===== config.mk =====
export PLATFORM = sky130hd
export DESIGN_NAME = count_wrap_monitor
export DESIGN_NICKNAME = d
export VERILOG_FILES = /design/src/rtl/count_mon_pkg.sv /design/src/rtl/event_fifo.sv /design/src/rtl/count_wrap_monitor.sv
export SDC_FILE = /design/constraint.sdc
export NUM_CORES = 1
export LEC_CHECK = 0
export ABC_AREA = 1
export CORE_AREA = 2 2 84 86
export DETAILED_ROUTE_END_ITERATION = 6
export DIE_AREA = 0 0 86 88
export MAX_ROUTING_LAYER = met4
export PLACE_DENSITY = 0.76
export SETUP_SLACK_MARGIN = 0.5
export SLEW_MARGIN = 30
export SYNTH_ARGS = -nofsm -noshare
export SYNTH_HDL_FRONTEND = slang
export SYNTH_HIERARCHICAL = 1
export SYNTH_SLANG_ARGS = --single-unit

===== constraint.sdc =====
create_clock -name clk -period 3.9 [get_ports clk]
set_input_delay 0.975 -clock clk [delete_from_list [all_inputs] [get_ports clk]]
set_output_delay 0.975 -clock clk [all_outputs]
set_load 0.01 [all_outputs]

===== src/rtl/count_mon_pkg.sv =====
// Shared types and constants for the down-counter wrap monitor.
// Event word layout: [9:8] type, [7:4] previous sample, [3:0] observed sample.
package count_mon_pkg;

    typedef enum logic [1:0] {
        SYNC  = 2'd0,
        TRACK = 2'd1,
        FAULT = 2'd2
    } state_t;

    localparam int CNT_W        = 4;
    localparam int EVT_W        = 10;
    localparam int EVT_TYPE_LSB = 8;
    localparam int EVT_PREV_LSB = 4;
    localparam int EVT_OBS_LSB  = 0;

    localparam logic [1:0] EVT_NONE   = 2'b00;
    localparam logic [1:0] EVT_WRAP   = 2'b01;
    localparam logic [1:0] EVT_RESYNC = 2'b10;
    localparam logic [1:0] EVT_FAULT  = 2'b11;

    function automatic logic [EVT_W-1:0] pack_event(
        input logic [1:0]       evt_type,
        input logic [CNT_W-1:0] prev,
        input logic [CNT_W-1:0] obs
    );
        logic [EVT_W-1:0] word;
        word = '0;
        word[EVT_TYPE_LSB +: 2]     = evt_type;
        word[EVT_PREV_LSB +: CNT_W] = prev;
        word[EVT_OBS_LSB  +: CNT_W] = obs;
        return word;
    endfunction

endpackage


===== src/rtl/event_fifo.sv =====
// First-word-fall-through FIFO; a push into a full FIFO is accepted when a pop
// happens in the same cycle.
module event_fifo #(
    parameter int WIDTH = 10,
    parameter int DEPTH = 4
) (
    input  logic             clk,
    input  logic             reset,
    input  logic             push,
    input  logic [WIDTH-1:0] din,
    output logic             full,
    input  logic             pop,
    output logic [WIDTH-1:0] dout,
    output logic             empty
);

    localparam int AW = (DEPTH > 1) ? $clog2(DEPTH) : 1;

    logic [WIDTH-1:0] mem_reg [DEPTH];
    logic [AW-1:0]    wr_ptr_reg;
    logic [AW-1:0]    rd_ptr_reg;
    logic [AW:0]      count_reg;
    logic             do_push;
    logic             do_pop;

    assign empty   = (count_reg == '0);
    assign full    = (count_reg == (AW+1)'(DEPTH));
    assign do_pop  = pop && !empty;
    assign do_push = push && (!full || do_pop);
    assign dout    = mem_reg[rd_ptr_reg];

    genvar gi;
    generate
        for (gi = 0; gi < DEPTH; gi++) begin : g_entry
            always_ff @(posedge clk) begin
                if (reset) begin
                    mem_reg[gi] <= '0;
                end else if (do_push && (wr_ptr_reg == AW'(gi))) begin
                    mem_reg[gi] <= din;
                end
            end
        end
    endgenerate

    // DEPTH is a power of two, so pointers wrap by natural overflow.
    always_ff @(posedge clk) begin
        if (reset) begin
            wr_ptr_reg <= '0;
            rd_ptr_reg <= '0;
            count_reg  <= '0;
        end else begin
            if (do_push) begin
                wr_ptr_reg <= wr_ptr_reg + 1'b1;
            end
            if (do_pop) begin
                rd_ptr_reg <= rd_ptr_reg + 1'b1;
            end
            case ({do_push, do_pop})
                2'b10:   count_reg <= count_reg + 1'b1;
                2'b01:   count_reg <= count_reg - 1'b1;
                default: count_reg <= count_reg;
            endcase
        end
    end

endmodule


===== src/rtl/count_wrap_monitor.sv =====
// Checks that a 4-bit down counter decrements by one every clock and reports
// wraps, re-resets and sequence faults through an event FIFO.
module count_wrap_monitor
    import count_mon_pkg::*;
#(
    parameter int DEPTH  = 4,
    parameter int STAT_W = 8
) (
    input  logic              clk,
    input  logic              reset,
    input  logic [3:0]        count_in,
    input  logic              clear_fault,
    input  logic              evt_ready,
    output logic              evt_valid,
    output logic [9:0]        evt_data,
    output logic [STAT_W-1:0] wrap_cnt,
    output logic [STAT_W-1:0] drop_cnt,
    output logic              locked,
    output logic              fault
);

    state_t              state_reg, state_next;
    logic [CNT_W-1:0]    prev_reg, prev_next;
    logic [STAT_W-1:0]   wrap_cnt_reg, wrap_cnt_next;
    logic [STAT_W-1:0]   drop_cnt_reg, drop_cnt_next;
    logic [CNT_W-1:0]    exp_val;
    logic [1:0]          evt_type;
    logic                evt_push;
    logic [EVT_W-1:0]    evt_word;
    logic                fifo_full;
    logic                fifo_empty;
    logic                pop_fire;
    logic                push_ok;

    assign exp_val  = prev_reg - 4'd1;
    assign evt_push = (evt_type != EVT_NONE);
    assign evt_word = pack_event(evt_type, prev_reg, count_in);
    assign pop_fire = !fifo_empty && evt_ready;
    assign push_ok  = !fifo_full || pop_fire;

    always_comb begin
        state_next    = state_reg;
        prev_next     = prev_reg;
        wrap_cnt_next = wrap_cnt_reg;
        evt_type      = EVT_NONE;
        case (state_reg)
            SYNC: begin
                prev_next  = count_in;
                state_next = TRACK;
            end
            TRACK: begin
                prev_next = count_in;
                if (count_in == exp_val) begin
                    if (prev_reg == 4'd0) begin
                        evt_type      = EVT_WRAP;
                        wrap_cnt_next = wrap_cnt_reg + 1'b1;
                    end
                end else if (count_in == 4'hF) begin
                    // Counter was reset upstream; follow it without faulting.
                    evt_type = EVT_RESYNC;
                end else begin
                    evt_type   = EVT_FAULT;
                    state_next = FAULT;
                end
            end
            FAULT: begin
                if (clear_fault) begin
                    state_next = SYNC;
                end
            end
            default: begin
                state_next = SYNC;
            end
        endcase
    end

    // A rejected event is lost, but the statistic saturates rather than wraps.
    always_comb begin
        drop_cnt_next = drop_cnt_reg;
        if (evt_push && !push_ok && (drop_cnt_reg != '1)) begin
            drop_cnt_next = drop_cnt_reg + 1'b1;
        end
    end

    always_ff @(posedge clk) begin
        if (reset) begin
            state_reg    <= SYNC;
            prev_reg     <= '0;
            wrap_cnt_reg <= '0;
            drop_cnt_reg <= '0;
        end else begin
            state_reg    <= state_next;
            prev_reg     <= prev_next;
            wrap_cnt_reg <= wrap_cnt_next;
            drop_cnt_reg <= drop_cnt_next;
        end
    end

    event_fifo #(
        .WIDTH (EVT_W),
        .DEPTH (DEPTH)
    ) u_event_fifo (
        .clk   (clk),
        .reset (reset),
        .push  (evt_push),
        .din   (evt_word),
        .full  (fifo_full),
        .pop   (evt_ready),
        .dout  (evt_data),
        .empty (fifo_empty)
    );

    assign evt_valid = !fifo_empty;
    assign wrap_cnt  = wrap_cnt_reg;
    assign drop_cnt  = drop_cnt_reg;
    assign locked    = (state_reg == TRACK);
    assign fault     = (state_reg == FAULT);

endmodule


== Word-level counts from Yosys, hierarchy flattened ==
Memory sizes are Yosys's and may differ from the RTL's. A register that Yosys moved wholly into a read port is not among the register bits.
Index checks and enable logic that the tools add are counted.

* Word-level logic and storage cells: 83
* Memories: 1
* Register bits: 29
* Memory bits (writable): 40
* Bits of input ports: 8

{| class="wikitable"
|+ Memory list
! memory !! depth !! width !! read ports !! clocked after memory_dff !! write ports !! line !! text
|-
| u_event_fifo.mem_reg || 4 || 10 || 1 || 1 || 4 || event_fifo.sv:19 || <nowiki>logic [WIDTH-1:0] mem_reg [DEPTH];</nowiki>
|}

* Bitwise gates (word level): 4
* Reduce and logical (&&, ||, !) cells: 21
* Eq/ne operators: 14
* Add/subtract/negate cells: 7
* Multiplexer cells: 29

{| class="wikitable"
|+ Operator list
! operator !! number
|-
| $mux 10 || 4
|-
| $add 8x1->8 const B || 2
|-
| $mux 1 || 16
|-
| $mux 2 || 7
|-
| $eq 2x2->1 const B || 4
|-
| $logic_and 1x1->1 || 8
|-
| $ne 8x8->1 const B || 1
|-
| $eq 2x1->1 const B || 3
|-
| $ne 2x2->1 const B || 3
|-
| $pmux 2 s3 || 1
|-
| $pmux 3 s2 || 1
|-
| $reduce_and 3->1 || 2
|-
| $add 2x1->2 const B || 2
|-
| $eq 4x4->1 || 1
|-
| $eq 4x4->1 const B || 1
|-
| $logic_not 2->1 || 2
|-
| $logic_not 4->1 || 1
|-
| $or 1x1->1 || 4
|-
| $reduce_bool 2->1 || 2
|-
| $sub 4x1->4 const B || 1
|-
| $add 3x1->3 const B || 1
|-
| $eq 3x3->1 const B || 1
|-
| $logic_not 1->1 || 3
|-
| $logic_not 3->1 || 1
|-
| 3 further kinds || 3
|}

== Depth between registers and ports, before layout ==
* Depth in word-level cells: 11
* Mapped depth: 19

== By module ==
The synthesis kept the hierarchy.

{| class="wikitable"
|+ By module, submodules not included
! module !! cells each !! instances !! area an instance (µm²)
|-
| event_fifo || 220 || 1 || 2248.4
|-
| count_wrap_monitor || 179 || 1 || 1307.5
|}

== Worst setup path before layout ==
OpenSTA, ideal clock, no wires.

* Path kind: input port to flip-flop
* From: in count_in[1]
* To: reg u_event_fifo.count_reg[2]
* Data arrival time: 2.503 ns
* Stages: 15
* Setup slack: 1.282 ns
* Cell sequence: inv_1 -> nand2_1 -> nand2_1 -> nor2_4 -> nand3_4 -> nand2_2 -> nand2_2 -> buf_6 -> inv_1 -> nand2_4 -> fa_1 -> inv_1 -> nand4_1 -> a21oi_1 -> nor2_1

* Longest elaborated chain between the ends: 8
* Elaborated cells between the ends (all ways): 11
* Those cells by class: eq/ne (4); mux (4); reduce/logical (3)

{| class="wikitable"
|+ Ends and longest elaborated chain
! element !! line !! text
|-
| start, declared || count_wrap_monitor.sv:11 || <nowiki>input logic [3:0] count_in,</nowiki>
|-
| $eq 4x4->1 || count_wrap_monitor.sv:58 || <nowiki>end else if (count_in == 4'hF) begin</nowiki>
|-
| $mux 1 || count_wrap_monitor.sv:58 ||
|-
| $mux 2 * || count_wrap_monitor.sv:53 || <nowiki>if (count_in == exp_val) begin</nowiki>
|-
| $mux 2 * || count_wrap_monitor.sv:46 || <nowiki>case (state_reg)</nowiki>
|-
| $reduce_bool 2->1 * || count_wrap_monitor.sv:36 || <nowiki>assign evt_push = (evt_type != EVT_NONE);</nowiki>
|-
| named net evt_push || count_wrap_monitor.sv:28 || <nowiki>logic evt_push;</nowiki>
|-
| $logic_and 1x1->1 * || event_fifo.sv:29 || <nowiki>assign do_push = push && (!full || do_pop);</nowiki>
|-
| $eq 2x1->1 / $eq 2x2->1 (equally long branches) || event_fifo.sv:58 || <nowiki>case ({do_push, do_pop})</nowiki>
|-
| $pmux 3 s2 / $reduce_bool 2->1 (equally long branches) || -- ||
|-
| end signal, assigned || event_fifo.sv:59 || <nowiki>2'b10: count_reg <= count_reg + 1'b1;</nowiki>
|-
| end signal, assigned || event_fifo.sv:60 || <nowiki>2'b01: count_reg <= count_reg - 1'b1;</nowiki>
|-
| end signal, assigned || event_fifo.sv:61 || <nowiki>default: count_reg <= count_reg;</nowiki>
|-
| end, declared || event_fifo.sv:22 || <nowiki>logic [AW:0] count_reg;</nowiki>
|}

The timed path passes the listed nets; every way through them passes the cells marked *.
A chain may end at the register's enable or synchronous reset.

==> flow_metrics.py <==
metrics = {
    "clock_network": {
        "clk_pin_slew_worst_paths_ns": 0.07,
        "cts-resized-gates": 0,
        "clock-sinks": 71,
        "numCtsBuffers": 9,
        "cts.hold.buffers_added": 0,
        "clockRootBuffer": "clkbuf_8",
        "insertion_delay_ns": 0.34,
        "cts_tree": "yes",
        "h-tree-depth": 3,
        "post_cts_buffers": 0,
        "cts_buffer_depth": 2,
    },
    "worst_hold_path": {
        "min-delay-start": "u_event_fifo/rd_ptr_reg[1]$_SDFFE_PP0N_",
        "hold_depth": 2,
        "hp-class": "flip-flop to flip-flop",
    },
    "run_status": {
        "status": "finished, final reports clean",
    },
    "timing": {
        "grt_setup_unrepaired": "no",
        "fin_skew_ns": 0.01178,
        "setup-tns-final_ns": 0,
        "slew_viol_final": 0,
        "period_share_pct": 81.83,
        "slew-limit-headroom_pct": 53.77,
        "tightestPinTransition_ns": 0.6881,
        "fmax_ghz": 0.3133,
        "final-setup-viol-count": 0,
        "hold_viol_final": 0,
        "post-route-min-period_ns": 3.191,
    },
    "worst_setup_path": {
        "cp_slowest_cell": "clkdlybuf4s50_1",
        "cp.arrival_ns": 2.22,
        "path_cells": "buf_4 -> inv_1 -> o21ai_0 -> o22ai_1 -> clkdlybuf4s50_1",
        "max_stage_delay_ns": 0.57,
        "crit_buf_inv": 3,
        "regToRegSetupSlack_ns": 1.23,
        "crit_family": "buffers and inverters",
        "cp-end-kind": "output pin",
        "r2r-end": "u_event_fifo/count_reg[2]$_SDFFE_PP0P_",
        "path_class": "flip-flop to output pin",
        "cp-start-kind": "flip-flop",
        "r2r_start": "prev_reg[0]$_SDFFE_PP0P_",
        "critical_path_required_ns": 2.92,
        "reg2reg_depth": 16,
        "path_max_fanout": 21,
    },
    "synthesis": {
        "synthArstFlopShare_pct": 0,
        "synth_cells": 399,
        "synth_edf_count": 40,
        "synth.distinct_cells": 31,
        "postSynthAreaPerCell_um2": 8.912,
        "ys_warn_count": 6,
        "ys_ff_latch": 71,
        "synth_area_um2": 3556,
        "synth_ff_type": "edfxtp_1",
        "ys_seq_area_share_pct": 51.23,
        "synth_nets": 415,
    },
    "global_route": {
        "grt_max_degree": 22,
        "grt_pass1_vias": 2631,
        "antenna_found_initial": 0,
        "grt_pass1_wl_um": 11860,
        "track_usage_pct": 20.89,
        "grt_overflow": 0,
    },
    "placement": {
        "dpl_cell_area_um2": 3985,
        "dp_hpwl_um": 4925,
        "place.gp.congestion": 0.8757,
        "io_buffer_count": 36,
    },
    "route": {
        "wl_um": 7139,
        "wl_per_cell_um": 13.62,
        "routed_via_density": 5.305,
        "drc": 0,
        "dr.pass1.iters": 6,
        "drt_iter0_drc": 169,
        "ant_nets": 0,
        "vias": 2780,
    },
    "floorplanning": {
        "die_area_um2": 7568,
        "pin_count": 37,
        "fp-row-count": 30,
        "die_w_um": 86,
        "die_y_um": 88,
        "start_util_pct": 53.52,
        "coreArea_um2": 6644,
    },
    "power_and_ir_drop": {
        "peakVddDrop_mv": 0.2307,
        "p_leak_uw": 0.001650,
        "powerDensity_nw_per_um2": 529.5,
        "power_uw": 2226,
    },
    "finish": {
        "layout-drive-gt1-share_pct": 12.84,
        "fin_area_um2": 4204,
        "nNetsFinal": 455,
        "largest_reg_flops": 40,
        "synthToLayoutAreaGrowth_pct": 18.23,
        "antenna_cells": 0,
    },
    "flow_run": {
        "max_cap_violations": 0,
    },
}
[layout make-up]
class / count / area (um^2)
repair buffers: 38 / 375.4
fillers: 552 / 2440
well taps: 80 / 100.1
clock buffers: 9 / 123.9
clock inverters: 7 / 95.09
multi-input cells: 271 / 1500
inverters: 48 / 187.7
flip-flops and latches: 71 / 1822
[logic make-up (layout without fill, tap and decap cells)]
family / Yosys count / count (layout) / synth area share [%]
simple gates: 183 / 183 / 25.83
xor+xnor: 11 / 11 / 2.709
fa+ha+maj: 8 / 8 / 3.026
flops: 71 / 71 / 51.23
compound gates: 69 / 69 / 10.63
buf+inv: 57 / 102 / 6.580
[where the power goes]
part / switching (uW) / internal [uW]
Sequential: 45.4 / 865
Clock: 279 / 360
Combinational: 405 / 271
[worst register-to-register path, delay by kind of cell (launching register included)]
kind	cells	cell delay, ns
adder cells (fa/ha/maj)	2	0.69
AND/OR/NAND/NOR	9	0.93
buffers and inverters	4	0.37
flip-flops	1	0.40
AO/OA/AOI/OAI	1	0.16
[synthesized netlist by cell type, types with 2 or more instances]
cell type | instances | area [um^2]
dfxtp_1 | 31 | 620.6
nand2_2 | 9 | 56.30
nor2_1 | 71 | 266.5
nand3_1 | 24 | 120.1
xnor2_1 | 6 | 52.55
nor2_2 | 2 | 12.51
clkbuf_1 | 6 | 22.52
xor2_1 | 5 | 43.79
o22ai_1 | 10 | 62.56
a21oi_1 | 27 | 135.1
ha_1 | 7 | 87.58
nand4_1 | 5 | 31.28
nand3_4 | 5 | 87.58
o21ai_0 | 29 | 145.1
inv_1 | 36 | 135.1
edfxtp_1 | 40 | 1201
nand2_4 | 5 | 56.30
nand2_1 | 55 | 206.5
inv_2 | 11 | 41.29
nor2_4 | 4 | 45.04
[layer usage]
layer	vias up	global-route usage, %	share of wire, %	wire length [um]
met4	0	10.39	2.2	154
met2	94	32.28	48	3392
met1	1271	25.91	45	3204
met5	-	-	0	0
li1	1399	-	-	-
met3	16	4.713	5.4	388
[metrics by stage]
stage                     hold WS [ns]  setup slack [ns]  std cells  util [%]
after floorplan                 0.4356             1.282        399         -
after global placement          0.4563            0.5672        508     59.98
after detailed placement        0.4632            0.4670        508     59.98
after CTS                       0.4759            0.7100        524     63.28
after global routing            0.5067            0.5173        524     63.28
final                           0.4757            0.7085        524     63.28
[worst max-delay path by stage]
stage,startpoint,end,slack [ns],cells past startpoint
4_1_cts,flip-flop,evt_data[3],0.71,5
5_1_grt,flip-flop,evt_data[3],0.52,5
3_3_place_gp,count_in[1],u_event_fifo/count_reg[2]$_SDFFE_PP0P_,0.57,15
2_1_floorplan,count_in[1],u_event_fifo/count_reg[2]$_SDFFE_PP0P_,1.28,15
3_5_place_dp,count_in[1],u_event_fifo/count_reg[2]$_SDFFE_PP0P_,0.47,15
6_report,flip-flop,evt_data[3],0.71,5
[placed cells by master (no fill, tap or decap), drive strengths merged]
cell / Yosys / routed
buf: 3 / 2
xor2: 5 / 5
inv: 48 / 49
o21ai: 30 / 30
nor2: 77 / 77
dfxtp: 31 / 31
xnor2: 6 / 6
clkinvlp: 0 / 3
o22ai: 10 / 10
edfxtp: 40 / 40
ha: 7 / 7
fa: 1 / 1
a31oi: 1 / 1
clkdlybuf4s50: 0 / 36
nand2: 69 / 69
clkinv: 0 / 1
nor3: 1 / 1
a21oi: 27 / 27
nand4: 6 / 6
a311oi: 1 / 1
bufinv: 0 / 2
clkbuf: 6 / 9
nand3: 30 / 30
Power figures use the tool's default switching activity.
